`src/rtl/tmds_link_if.sv`:
```
// ---------------------------------------------------------------------------
// tmds_link_if
//   Bundles the parallel pixel-side inputs and the encoded symbol outputs of
//   tmds_link_encoder.
//
//   Parameter:
//     NUM_CH   number of TMDS data channels (1..4)
//
//   Signals:
//     mode      [2:0]          period type for the current pixel
//     data_in   [8*NUM_CH-1:0] video byte per channel, channel n at [8n+7:8n]
//     terc4_in  [4*NUM_CH-1:0] data-island nibble per channel
//     ctrl_in   [2*NUM_CH-1:0] control bits {C1,C0} per channel
//     tmds_out  [10*NUM_CH-1:0] registered 10-bit symbol per channel, bit 0 first
//     bias_out  [5*NUM_CH-1:0] signed running disparity per channel (debug)
//
//   Modports:
//     master  pixel source: drives inputs, observes symbols
//     slave   encoder: consumes inputs, drives symbols
// ---------------------------------------------------------------------------
`timescale 1ns/1ps

interface tmds_link_if #(
   parameter int NUM_CH = 3
);
   logic [2:0]           mode;
   logic [8*NUM_CH-1:0]  data_in;
   logic [4*NUM_CH-1:0]  terc4_in;
   logic [2*NUM_CH-1:0]  ctrl_in;
   logic [10*NUM_CH-1:0] tmds_out;
   logic [5*NUM_CH-1:0]  bias_out;

   modport master (
      output mode,
      output data_in,
      output terc4_in,
      output ctrl_in,
      input  tmds_out,
      input  bias_out
   );

   modport slave (
      input  mode,
      input  data_in,
      input  terc4_in,
      input  ctrl_in,
      output tmds_out,
      output bias_out
   );
endinterface

```
`src/rtl/tmds_link_encoder.sv`:
```
// ---------------------------------------------------------------------------
// tmds_link_encoder
//   Multi-channel TMDS (DVI/HDMI) symbol encoder, two pipeline stages.
//     Stage A: registers mode, control bits, TERC4 nibbles and the 9-bit
//              transition-minimised word q_m of each channel.
//     Stage B: picks the output symbol for the period type (DC-balanced
//              video, control, guard band, TERC4) and registers it together
//              with the per-channel running disparity.
//   Latency is two clocks from input sample to tmds_out, one symbol per
//   channel per clock, no stall.
//
//   Parameters:
//     NUM_CH       number of data channels encoded in parallel (1..4)
//     CH0_IS_SYNC  1: channel 0 carries TERC4 {1,1,C1,C0} in the data-island
//                  guard band; 0: channel 0 sends the plain guard band
//
//   Ports:
//     clk    pixel clock, rising edge
//     rst_n  asynchronous active-low reset, clears every register
//     link   tmds_link_if.slave (mode, data_in, terc4_in, ctrl_in in;
//            tmds_out, bias_out out)
//
//   Build option:
//     TMDS_TERC4_EN  when defined, modes 3 (TERC4 data island) and 4
//                    (data-island guard band) are encoded; when undefined
//                    the TERC4 logic is left out, both modes fall back to
//                    control symbols and terc4_in is ignored.
// ---------------------------------------------------------------------------
`timescale 1ns/1ps

module tmds_link_encoder #(
   parameter int NUM_CH      = 3,
   parameter int CH0_IS_SYNC = 1
) (
   input logic        clk,
   input logic        rst_n,
   tmds_link_if.slave link
);

   localparam logic [2:0] MODE_VIDEO   = 3'd1;
   localparam logic [2:0] MODE_VGUARD  = 3'd2;
`ifdef TMDS_TERC4_EN
   localparam logic [2:0] MODE_TERC4   = 3'd3;
   localparam logic [2:0] MODE_DIGUARD = 3'd4;
`endif

   // Guard-band patterns: GB_A on even channels of the video guard band,
   // GB_B on odd channels and on the data-island guard band.
   localparam logic [9:0] GB_A = 10'b1011001100;
   localparam logic [9:0] GB_B = 10'b0100110011;

   typedef struct packed {
      logic [9:0]        sym;
      logic signed [4:0] cnt;
   } bal_t;

   // Transition minimisation: XNOR chain for byte-heavy inputs, XOR otherwise;
   // q_m[8] records which one was used (1 = XOR).
   function automatic logic [8:0] min_trans(input logic [7:0] d);
      logic [3:0] n1;
      logic       use_xnor;
      logic [8:0] q;
      n1 = '0;
      for (int i = 0; i < 8; i++) begin
         n1 = n1 + {3'b000, d[i]};
      end
      use_xnor = (n1 > 4'd4) || ((n1 == 4'd4) && !d[0]);
      q[0] = d[0];
      for (int i = 1; i < 8; i++) begin
         q[i] = use_xnor ? ~(q[i-1] ^ d[i]) : (q[i-1] ^ d[i]);
      end
      q[8] = ~use_xnor;
      return q;
   endfunction

   // DVI DC balance. diff is N1-N0 = 2*N1-8; the 5-bit signed arithmetic
   // may wrap internally but the result is exact because the running
   // disparity never leaves -10..+10.
   function automatic bal_t dc_balance(input logic [8:0] qm,
                                       input logic signed [4:0] cnt);
      logic [3:0]        n1;
      logic signed [4:0] diff;
      logic signed [4:0] two_q8;
      logic signed [4:0] two_nq8;
      bal_t              r;
      n1 = '0;
      for (int i = 0; i < 8; i++) begin
         n1 = n1 + {3'b000, qm[i]};
      end
      diff    = $signed({n1, 1'b0}) - 5'sd8;
      two_q8  = qm[8] ? 5'sd2 : 5'sd0;
      two_nq8 = qm[8] ? 5'sd0 : 5'sd2;
      if ((cnt == 5'sd0) || (n1 == 4'd4)) begin
         r.sym = {~qm[8], qm[8], (qm[8] ? qm[7:0] : ~qm[7:0])};
         r.cnt = qm[8] ? (cnt + diff) : (cnt - diff);
      end else if (((cnt > 5'sd0) && (n1 > 4'd4)) ||
                   ((cnt < 5'sd0) && (n1 < 4'd4))) begin
         r.sym = {1'b1, qm[8], ~qm[7:0]};
         r.cnt = cnt + two_q8 - diff;
      end else begin
         r.sym = {1'b0, qm[8], qm[7:0]};
         r.cnt = cnt - two_nq8 + diff;
      end
      return r;
   endfunction

   function automatic logic [9:0] ctrl_symbol(input logic [1:0] c);
      logic [9:0] s;
      case (c)
         2'b00:   s = 10'b1101010100;
         2'b01:   s = 10'b0010101011;
         2'b10:   s = 10'b0101010100;
         default: s = 10'b1010101011;
      endcase
      return s;
   endfunction

`ifdef TMDS_TERC4_EN
   function automatic logic [9:0] terc4_symbol(input logic [3:0] n);
      logic [9:0] s;
      case (n)
         4'h0:    s = 10'b1010011100;
         4'h1:    s = 10'b1001100011;
         4'h2:    s = 10'b1011100100;
         4'h3:    s = 10'b1011100010;
         4'h4:    s = 10'b0101110001;
         4'h5:    s = 10'b0100011110;
         4'h6:    s = 10'b0110001110;
         4'h7:    s = 10'b0100111100;
         4'h8:    s = 10'b1011001100;
         4'h9:    s = 10'b0100111001;
         4'hA:    s = 10'b0110011100;
         4'hB:    s = 10'b1011000110;
         4'hC:    s = 10'b1010001110;
         4'hD:    s = 10'b1001110001;
         4'hE:    s = 10'b0101100011;
         default: s = 10'b1011000011;
      endcase
      return s;
   endfunction
`endif

   logic [2:0]             mode_d,  mode_q;
   logic [NUM_CH-1:0][1:0] ctrl_d,  ctrl_q;
   logic [NUM_CH-1:0][8:0] qm_d,    qm_q;
`ifdef TMDS_TERC4_EN
   logic [NUM_CH-1:0][3:0] terc4_d, terc4_q;
`else
   logic                   terc4_unused;
   assign terc4_unused = ^link.terc4_in;
`endif
   logic [NUM_CH-1:0][9:0] tmds_d,  tmds_q;
   logic [NUM_CH-1:0][4:0] cnt_d,   cnt_q;

   always_comb begin
      mode_d = link.mode;
      ctrl_d = '0;
      qm_d   = '0;
`ifdef TMDS_TERC4_EN
      terc4_d = '0;
`endif
      for (int ch = 0; ch < NUM_CH; ch++) begin
         ctrl_d[ch] = link.ctrl_in[2*ch +: 2];
         qm_d[ch]   = min_trans(link.data_in[8*ch +: 8]);
`ifdef TMDS_TERC4_EN
         terc4_d[ch] = link.terc4_in[4*ch +: 4];
`endif
      end
   end

   // Stage B symbol select. cnt_d defaults to zero so every non-video cycle
   // clears the running disparity; modes 0 and 5-7 (and 3/4 without TERC4)
   // fall into the control-symbol default.
   always_comb begin
      tmds_d = '0;
      cnt_d  = '0;
      for (int ch = 0; ch < NUM_CH; ch++) begin
         case (mode_q)
            MODE_VIDEO: begin
               {tmds_d[ch], cnt_d[ch]} = dc_balance(qm_q[ch], $signed(cnt_q[ch]));
            end
            MODE_VGUARD: begin
               tmds_d[ch] = ((ch == 1) || (ch == 3)) ? GB_B : GB_A;
            end
`ifdef TMDS_TERC4_EN
            MODE_TERC4: begin
               tmds_d[ch] = terc4_symbol(terc4_q[ch]);
            end
            MODE_DIGUARD: begin
               if ((ch == 0) && (CH0_IS_SYNC != 0)) begin
                  tmds_d[ch] = terc4_symbol({2'b11, ctrl_q[ch]});
               end else begin
                  tmds_d[ch] = GB_B;
               end
            end
`endif
            default: begin
               tmds_d[ch] = ctrl_symbol(ctrl_q[ch]);
            end
         endcase
      end
   end

   always_ff @(posedge clk or negedge rst_n) begin
      if (!rst_n) begin
         mode_q  <= '0;
         ctrl_q  <= '0;
         qm_q    <= '0;
`ifdef TMDS_TERC4_EN
         terc4_q <= '0;
`endif
         tmds_q  <= '0;
         cnt_q   <= '0;
      end else begin
         mode_q  <= mode_d;
         ctrl_q  <= ctrl_d;
         qm_q    <= qm_d;
`ifdef TMDS_TERC4_EN
         terc4_q <= terc4_d;
`endif
         tmds_q  <= tmds_d;
         cnt_q   <= cnt_d;
      end
   end

   assign link.tmds_out = tmds_q;
   assign link.bias_out = cnt_q;

endmodule

```
`src/flat_wrapper.sv`:
```
// flat-port wrapper written by rule: the top's interface ports become plain ports
module tmds_link_encoder_flat 
#(
   parameter int NUM_CH      = 3,
   parameter int CH0_IS_SYNC = 1
)
  (clk, rst_n, link_mode, link_data_in, link_terc4_in, link_ctrl_in, link_tmds_out, link_bias_out);
  tmds_link_if #(.NUM_CH(NUM_CH)) link_i ();
  input logic clk;
  input logic rst_n;
  input wire logic [$bits(link_i.mode)-1:0] link_mode;
  input wire logic [$bits(link_i.data_in)-1:0] link_data_in;
  input wire logic [$bits(link_i.terc4_in)-1:0] link_terc4_in;
  input wire logic [$bits(link_i.ctrl_in)-1:0] link_ctrl_in;
  output wire logic [$bits(link_i.tmds_out)-1:0] link_tmds_out;
  output wire logic [$bits(link_i.bias_out)-1:0] link_bias_out;
  assign link_i.mode = link_mode;
  assign link_i.data_in = link_data_in;
  assign link_i.terc4_in = link_terc4_in;
  assign link_i.ctrl_in = link_ctrl_in;
  assign link_tmds_out = link_i.tmds_out;
  assign link_bias_out = link_i.bias_out;
  tmds_link_encoder #(.NUM_CH(NUM_CH), .CH0_IS_SYNC(CH0_IS_SYNC)) u_core (.clk(clk), .rst_n(rst_n), .link(link_i));
endmodule
```
`config.mk`:
```
export PLATFORM = sky130hd
export DESIGN_NAME = tmds_link_encoder_flat
export DESIGN_NICKNAME = d
export VERILOG_FILES = /design/src/rtl/tmds_link_if.sv /design/src/rtl/tmds_link_encoder.sv /design/src/flat_wrapper.sv
export SDC_FILE = /design/constraint.sdc
export NUM_CORES = 1
export LEC_CHECK = 0
export ABC_AREA = 0
export BUFFER_PORTS_ARGS = -buffer_cell sky130_fd_sc_hd__buf_2
export CAP_MARGIN = 20
export CORE_AREA = 4 4 162 164
export CTS_CLUSTER_DIAMETER = 120
export DETAILED_ROUTE_END_ITERATION = 10
export DIE_AREA = 0 0 166 168
export GPL_TIMING_DRIVEN = 0
export SYNTH_ARGS = -nofsm -noshare
export SYNTH_HDL_FRONTEND = slang
export SYNTH_SLANG_ARGS = --single-unit
```
`constraint.sdc`:
```
create_clock -name clk -period 9 [get_ports clk]
set_clock_uncertainty 0.1 [all_clocks]
set_input_delay 1.8 -clock clk [delete_from_list [all_inputs] [get_ports clk]]
set_output_delay 1.8 -clock clk [all_outputs]
set_load 0.05 [all_outputs]
```
==> flow_summary.ini, run 1 <==
[synth]
yosys_warnings = 0
yosysSeqAreaShare = 0.321
yosysTopAreaCellShare = 0.321
syn_inst = 579
synth_area_leader_cell = dfrtp_1
syn_area_sq_mm = 0.00608
ys_types = 57
ys_seq_elements = 78
synth_area_leaders = dfrtp_1 (32%), ha_1 (15%), fa_1 (13%)
ys.flop_type = dfrtp_1
synth_enable_flop_cells = 0
synth.avg_cell_area_sq_um = 10.5
synthArstFlopShare = 1.00

[global_route]
use_met1 = 0.132
track_usage = 0.104
met2_usage = 0.173
met3_usage = 0.0284
grt_pass1_vias = 4325
gr-max-usage-layer = met2
grt-ovfl-total = 0
grt_pass1_wl_um = 23100
grt_max_degree = 68
antenna_found_initial = 2

[timing]
hold_viol = 0
finalMaxSlewViolations = 0
min_period_ns = 5.04
period_share = 0.560
rsz0062_at_grt = no
relSlewSlack = 0.507
setup-tns-final_ns = 0
fmax_mhz = 198
tightest_slew_ns = 0.739
setup_viol = 0

[finish]
finalNetCount = 831
nFillCells = 2603
drive_above_1_share = 0.172
multiInputGateArea_sq_mm = 0.00367
layout.area.seq_sq_mm = 0.00195
area_growth_pct = 18.9
antenna_cells = 0

[run_status]
status = complete, no violations

[worst_setup_path]
start_kind = input pin
path_cells = buf_2 -> ha_1 -> inv_1 -> fa_1 -> fa_1 -> inv_1 -> fa_1 -> fa_1 -> nor3b_1 -> o21ai_0 -> a21oi_2 -> xnor2_1 -> xnor2_1
slowest_stage = fa_1
max_stage_delay_ns = 0.49
crit_top_cell = fa_1
worstPathArrival_ns = 5.20
path_max_fanout = 5
end_kind = flop
worst_ep_required_time_ns = 9.16
worst-setup-path-type = input pin to flop

[routing]
totalWireLength_um = 14000
first_pass_iters = 4
drc = 0
wl_per_cell_um = 13.9
routed_via_density = 4.11
drtIter0Drc = 124
vias = 4134
ant_nets = 0

[clocking]
hold_buffers = 0
cts_made_buffers = 9
post_cts_buffers = 0
clkSinkCount = 78
postCtsResizedCells = 0
clockBufferDepth = 2
clk_pin_slew_worst_paths_ns = 0.06
insertion_delay_ns = 0.34
root_buffer = clkbuf_16
htreeDepth = 3
tritoncts = yes

[min_path]
min_path_type = flop to flop

[die]
core_sq_mm = 0.0249
die_h_um = 168
row_count = 58
num_io_pins = 92
die_area_sq_mm = 0.0279
start_util = 0.244
die_w_um = 166

[place]
gp_congestion = 0.822
hpwl_um = 11400
placement.io_buffers = 76

[flow_run]
cap_violations = 0
## final timing paths
path	to	cells past startpoint	start	slack [ns]
min in group asynchronous	u_core.link.tmds_out[3]$_DFF_PN0_	1	rst_n	1.20
worst min register to register	u_core.link.tmds_out[22]$_DFF_PN0_	2	u_core.qm_q[20]$_DFF_PN0_	0.46
max in group asynchronous	u_core.link.tmds_out[28]$_DFF_PN0_	2	rst_n	7.01
worst max-delay path	u_core.qm_q[25]$_DFF_PN0_	13	link_data_in[16]	3.96
worst min-delay path	u_core.link.tmds_out[22]$_DFF_PN0_	2	u_core.qm_q[20]$_DFF_PN0_	0.46
worst max register to register	u_core.link.tmds_out[20]$_DFF_PN0_	13	u_core.qm_q[18]$_DFF_PN0_	4.13
## critical path: cells and delay by family
family / cells / cell delay (ns)
xor gates and xnor gates: 2 / 0.33
buffers and inverters: 3 / 0.23
adders and majority gates: 5 / 2.11
AOI/OAI and AO/OA: 2 / 0.47
and+or+nand+nor: 1 / 0.27
## placed cells by master (no fill, tap or decap), types with 4 or more instances in the layout
master     instances
a21o_1            12
a21oi_1           29
a31oi_1            4
buf_2             77
buf_4              4
clkbuf_1           7
clkbuf_16          9
dfrtp_1           78
fa_1              39
ha_1              75
inv_1            110
mux2i_1            9
nand2_1            7
nand3_1            4
nor2_1            12
nor2b_1            5
nor3_1            12
nor3b_1            7
o21ai_0           23
o21ai_1           11
o31ai_1            7
xnor2_1           62
xor2_1            13
## layout make-up
type | count | share of cell area
multi-input cells | 383 | 0.507
flip-flops and latches | 78 | 0.270
repair buffers | 78 | 0.0574
inverters | 110 | 0.0571
well taps | 330 | 0.0571
clock buffers | 11 | 0.0322
clock inverters | 5 | 0.0116
plain buffers | 10 | 0.00795
## routing by layer
metal,up-vias,part of all wire
li1,2058,-
met1,1984,0.45
met2,69,0.49
met3,19,0.043
met4,4,0.019
met5,-,0.0024
## cells by family after synthesis
logic type,Yosys count,synth area share
muxes,11,0.0185
xor gates and xnor gates,78,0.119
other,1,0.000616
AOI/OAI and AO/OA,113,0.121
buffers and inverters,120,0.0773
DFF,78,0.321
adders and majority gates,114,0.283
and+or+nand+nor,64,0.0600
## cells in the mapped netlist (all sizes together), types with 7 or more instances
library cell / count
o31ai: 7
o21ai: 34
ha: 75
a21o: 12
nand2: 7
mux2i: 9
fa: 39
nor2: 12
inv: 110
nor3b: 7
a21oi: 31
xnor2: 62
nor3: 13
dfrtp: 78
xor2: 13
## flip-flops by register name, indices dropped and copies added, names as in the netlist
signal and flops:
u_core.link.bias_out 12, u_core.link.tmds_out 30, u_core.mode_q 3, u_core.ctrl_q 6, u_core.qm_q 27
## metrics by stage
stage               instance area, sq um  setup WS [ns]  std cells  utilization  hold slack (ns)
finish                              7240           3.96       1005        0.291            0.463
global route                        7240           3.73       1005        0.291            0.520
CTS                                 7240           3.94       1005        0.291            0.471
detailed placement                  6920           3.57        989        0.278            0.448
global placement                    6890           3.66        987        0.277            0.452
floorplan                           6090           3.96        581            -            0.399
Power of run 1 is left out: the tool's default activity adds up to more than one toggle a clock period on the data nets, which glitch-free logic cannot reach.
==> inputs of run 2 (changes only) <==
ABC_AREA = 1   (was 0)
CORE_AREA = 4 4 166 168   (was 4 4 162 164)
DIE_AREA = 0 0 170 172   (was 0 0 166 168)
clock period = 5.2 ns   (was 9 ns; I/O delays follow)
==> flow_summary.ini, run 2 <==
[run_status]
status = complete, no violations

[clocking]
hold_buffers = 0
insertion_delay_ns = 0.34
root_buffer = clkbuf_16
post_cts_buffers = 0
postCtsResizedCells = 0
clk_pin_slew_worst_paths_ns = 0.06
htreeDepth = 3
cts_made_buffers = 9
clkSinkCount = 78
tritoncts = yes
clockBufferDepth = 2

[place]
gp_congestion = 0.846
placement.io_buffers = 76
hpwl_um = 12200
dpl_cell_area_sq_mm = 0.00724
place_inst = 1150

[finish]
antenna_cells = 0
area_growth_pct = 17.8
drive_above_1_share = 0.176
finalNetCount = 987
nFillCells = 2732
final_area_sq_mm = 0.00754
largest_register_ffs = 30
finalNonFillerCells = 1166
final_common_cell = inv_1
layout_common_cells = inv_1 (156), nand2_1 (123), dfrtp_1 (78)

[synth]
synthArstFlopShare = 1.00
ys.flop_type = dfrtp_1
synth.avg_cell_area_sq_um = 8.70
synth_enable_flop_cells = 0
yosysTopAreaCellShare = 0.305
synthTopCellsByCount = inv_1 (156), nand2_1 (123), dfrtp_1 (78)
yosysSeqAreaShare = 0.305
syn_inst = 736
yosys_warnings = 0
ys_seq_elements = 78
syn_area_sq_mm = 0.00640
post-synth-top-count-cell = inv_1
synth_area_leader_cell = dfrtp_1
ys_types = 37
synth_area_leaders = dfrtp_1 (30%), ha_1 (15%), fa_1 (12%)

[timing]
rsz0062_at_grt = no
setup-tns-final_ns = 0
setup_viol = 0
hold-worst-slack_ns = 0.475
finalMaxSlewViolations = 0
hold_viol = 0
relSlewSlack = 0.478
period_share = 0.911
fmax_mhz = 211
min_period_ns = 4.74
tightest_slew_ns = 0.779

[die]
num_io_pins = 92
row_count = 59
start_util = 0.247
core_sq_mm = 0.0259
die_w_um = 170
die_area_sq_mm = 0.0292
die_h_um = 172

[worst_setup_path]
path_cells = ha_1 -> inv_1 -> fa_1 -> fa_1 -> fa_1 -> fa_1 -> xnor2_1 -> ha_1 -> inv_1 -> ha_1 -> nand2_1 -> nor2_1 -> a211oi_1 -> xnor2_1 -> nor2_1 -> nor2_1 -> nor2_1
crit_family = adder cells
max_stage_delay_ns = 0.56
worst-setup-path-type = flop to flop
path_max_fanout = 6
r2r_cells = 17
slowest_stage = fa_1
timing.rr.end = u_core.link.bias_out[14]$_DFF_PN0_
r2r_start = u_core.qm_q[18]$_DFF_PN0_
r2r_slack_ns = 0.46
cp_num_buf_inv = 2
worst_ep_required_time_ns = 5.33
end_kind = flop
worstPathArrival_ns = 4.87
start_kind = flop

[global_route]
grt_pass1_vias = 4948
track_usage = 0.105
grt_pass1_wl_um = 24300
antenna_found_initial = 0
grt-ovfl-total = 0
grt_max_degree = 52

[flow_run]
cap_violations = 0

[routing]
wl_per_cell_um = 12.5
totalWireLength_um = 14600
ant_nets = 0
vias = 4866
drtIter0Drc = 251
drc = 0
first_pass_iters = 5
routed_via_density = 4.17

[min_path]
min_path_type = flop to flop
whs_path_depth = 3
hold_path.startpoint = u_core.qm_q[23]$_DFF_PN0_
whs_endpoint = u_core.link.tmds_out[25]$_DFF_PN0_
run 2: cell count changes in the layout (fill, tap and decap cells not counted), sizes merged, moves of 7 or more:
cell   change
a21oi     -10
a21o      -10
xor2      +18
nand2    +131
xnor2     -42
nand3     +61
nor3b      -7
inv       +54
o31ai      -7
mux2i      -9
nor2      +20
run 2: worst register-to-register path, delay by kind of cell, from the launching register on:
kind	cells	cell delay [ns]
DFF	1	0.40
and+or+nand+nor	5	0.39
buffers and inverters	2	0.13
xor gates and xnor gates	2	0.64
adders and majority gates	7	2.71
AOI/OAI and AO/OA	1	0.25
run 2: final cells by class:
class                           count  area, sq um  area share
Multi-Input combinational cell    486         3780       0.501
Sequential cell                    78         1950       0.259
Inverter                          166          633      0.0840
Tap cell                          335          419      0.0556
Timing Repair Buffer               77          410      0.0544
Clock buffer                       10          239      0.0317
Clock inverter                      6         61.3     0.00813
Buffer                              8         43.8     0.00581
run 2: metal layers:
metal,GRT usage,share of wire,vias to the layer above
met3,0.0229,0.049,19
met4,0.0361,0.018,0
met1,0.138,0.46,2309
met2,0.172,0.47,103
met5,0,0,-
li1,-,-,2435
run 2: metrics by stage:
step / setup slack [ns] / util
6_report: 0.461 / 0.291
5_1_grt: 0.166 / 0.291
4_1_cts: 0.433 / 0.291
3_5_place_dp: 0.453 / 0.279
3_3_place_gp: 0.451 / 0.278
2_1_floorplan: 0.814 / -
run 2: kinds of logic after synthesis:
| kind of cell | share of synthesized area |
|---|---|
| xor+xnor | 0.0803 |
| other cells | 0.000586 |
| fa+ha+maj | 0.269 |
| compound gates | 0.0661 |
| buf+inv | 0.106 |
| flops | 0.305 |
| simple gates | 0.174 |
run 2: how the worst max path moves through the flow:
| stage | start | end | slack (ns) | depth (start not counted) |
|---|---|---|---|---|
| 6_report | u_core.qm_q[18]$_DFF_PN0_ | u_core.link.bias_out[14]$_DFF_PN0_ | 0.46 | 17 |
| 5_1_grt | u_core.qm_q[18]$_DFF_PN0_ | u_core.link.tmds_out[27]$_DFF_PN0_ | 0.17 | 19 |
| 4_1_cts | u_core.qm_q[9]$_DFF_PN0_ | u_core.link.bias_out[9]$_DFF_PN0_ | 0.43 | 17 |
| 3_5_place_dp | u_core.qm_q[18]$_DFF_PN0_ | u_core.link.bias_out[14]$_DFF_PN0_ | 0.45 | 17 |
| 3_3_place_gp | u_core.qm_q[9]$_DFF_PN0_ | u_core.link.bias_out[9]$_DFF_PN0_ | 0.45 | 17 |
| 2_1_floorplan | u_core.qm_q[9]$_DFF_PN0_ | u_core.link.bias_out[9]$_DFF_PN0_ | 0.81 | 17 |
Power of run 2 is left out for the same reason.
==> inputs of run 3 (changes only) <==
CORE_AREA = 4 4 149 186   (was 4 4 166 168)
CTS_BUF_LIST = sky130_fd_sc_hd__clkbuf_4 sky130_fd_sc_hd__clkbuf_8   (was unset)
DIE_AREA = 0 0 153 190   (was 0 0 170 172)
GPL_TIMING_DRIVEN = unset   (was 0)
==> flow_summary.ini, run 3 (synthesis gave the netlist of run 2 again) <==
[run_status]
status = complete, no violations

[worst_setup_path]
max_stage_delay_ns = 0.51
crit_top_cell = nand2_1
cp_num_buf_inv = 4
worst_ep_required_time_ns = 5.41
start_kind = flop
r2r_start = u_core.qm_q[9]$_DFF_PN0_
slowest_stage = fa_1
end_kind = flop
path_max_fanout = 11
r2r_slack_ns = 0.50
worstPathArrival_ns = 4.91
path_cells = ha_1 -> inv_1 -> fa_1 -> fa_1 -> fa_1 -> fa_1 -> xnor2_1 -> buf_4 -> ha_1 -> nand2_1 -> inv_1 -> nor3_1 -> nand2_1 -> nand2_2 -> inv_2 -> nand2_1 -> nand2_1 -> nand2_1 -> nand3_1 -> nand2_1
timing.rr.end = u_core.link.tmds_out[14]$_DFF_PN0_
worst-setup-path-type = flop to flop
r2r_cells = 20
crit_family = adder cells

[clocking]
insertion_delay_ns = 0.38
cts_made_buffers = 9
htreeDepth = 3
postCtsResizedCells = 0
root_buffer = clkbuf_8
tritoncts = yes
clkSinkCount = 78
clockBufferDepth = 2
hold_buffers = 0
clk_pin_slew_worst_paths_ns = 0.10
post_cts_buffers = 0

[place]
hpwl_um = 11900
place_inst = 1150
placement.io_buffers = 76
gp_congestion = 0.821

[die]
num_io_pins = 92
start_util = 0.247
die_w_um = 153
die_h_um = 190
die_area_sq_mm = 0.0291
row_count = 66
core_sq_mm = 0.0259

[finish]
antenna_cells = 0
area_growth_pct = 15.9
finalNetCount = 983
final_common_cell = inv_1
finalNonFillerCells = 1167
largest_register_ffs = 30
drive_above_1_share = 0.175
nFillCells = 2837
layout_common_cells = inv_1 (156), nand2_1 (123), dfrtp_1 (78)

[min_path]
min_path_type = input pin to asynchronous set/reset pin

[timing]
relSlewSlack = 0.526
fmax_mhz = 213
setup-tns-final_ns = 0
rsz0062_at_grt = no
min_period_ns = 4.70
setup_viol = 0
period_share = 0.904
finalMaxSlewViolations = 0
tightest_slew_ns = 0.709
hold_viol = 0

[global_route]
antenna_found_initial = 0
grt_pass1_vias = 4906
track_usage = 0.102
grt_max_degree = 79
grt-ovfl-total = 0
grt_pass1_wl_um = 23900

[routing]
drc = 0
drtIter0Drc = 160
first_pass_iters = 4
vias = 4773
routed_via_density = 4.09
ant_nets = 0
totalWireLength_um = 14400
wl_per_cell_um = 12.4

[flow_run]
cap_violations = 0
## run 3: cell types whose count changed in the layout (fill, tap and decap cells not counted)
cell | previous run | this run
buf_2 | 77 | 75
buf_4 | 4 | 5
bufinv_16 | 1 | 0
clkbuf_1 | 3 | 0
clkbuf_16 | 9 | 0
clkbuf_8 | 1 | 10
clkinv_2 | 3 | 2
inv_6 | 0 | 2
nor3_2 | 4 | 3
nor3_4 | 0 | 1
## run 3: worst max-delay path by stage
stage,startpoint,endpoint,slack [ns],cells past startpoint
final,u_core.qm_q[9]$_DFF_PN0_,u_core.link.tmds_out[14]$_DFF_PN0_,0.50,20
after global routing,u_core.qm_q[9]$_DFF_PN0_,u_core.link.tmds_out[14]$_DFF_PN0_,0.19,20
after CTS,u_core.qm_q[9]$_DFF_PN0_,u_core.link.tmds_out[14]$_DFF_PN0_,0.47,20
after detailed placement,u_core.qm_q[9]$_DFF_PN0_,u_core.link.tmds_out[14]$_DFF_PN0_,0.50,20
after global placement,u_core.qm_q[9]$_DFF_PN0_,u_core.link.tmds_out[14]$_DFF_PN0_,0.57,18
after floorplan,u_core.qm_q[9]$_DFF_PN0_,u_core.link.bias_out[9]$_DFF_PN0_,0.81,17
## run 3: per-stage QoR
step | setup WS, ns | hold WS [ns] | util | instance area, sq um
CTS | 0.466 | 0.492 | 0.285 | 7390
finish | 0.498 | 0.407 | 0.286 | 7420
detailed placement | 0.499 | 0.482 | 0.278 | 7210
floorplan | 0.814 | 0.430 | - | 6410
global placement | 0.572 | 0.476 | 0.278 | 7210
global route | 0.189 | 0.395 | 0.286 | 7420
## run 3: worst register-to-register path, delay by kind of cell, from the launching register on
family / cells / cell delay, ns
adder cells (fa/ha/maj): 6 / 2.36
AND/OR/NAND/NOR: 9 / 1.28
XOR/XNOR: 1 / 0.13
flip-flops: 1 / 0.42
buffers and inverters: 4 / 0.33
## run 3: cell type report
type                            instances  area [sq um]  area share
Tap cell                              340           425      0.0573
Sequential cell                        78          1950       0.263
Clock inverter                          6          43.8     0.00590
Clock buffer                           10           138      0.0185
Multi-Input combinational cell        486          3790       0.510
Inverter                              166           633      0.0853
Timing Repair Buffer                   81           440      0.0594
## run 3: per-layer routing
| metal | wire [um] | global-route usage | part of all wire | up-vias |
|---|---|---|---|---|
| met5 | 0 | 0 | 0 | - |
| met4 | 308 | 0.0333 | 0.021 | 0 |
| met3 | 511 | 0.0189 | 0.035 | 17 |
| met2 | 7310 | 0.184 | 0.51 | 77 |
| met1 | 6320 | 0.124 | 0.44 | 2257 |
| li1 | - | - | - | 2422 |
Power of run 3 is left out for the same reason.
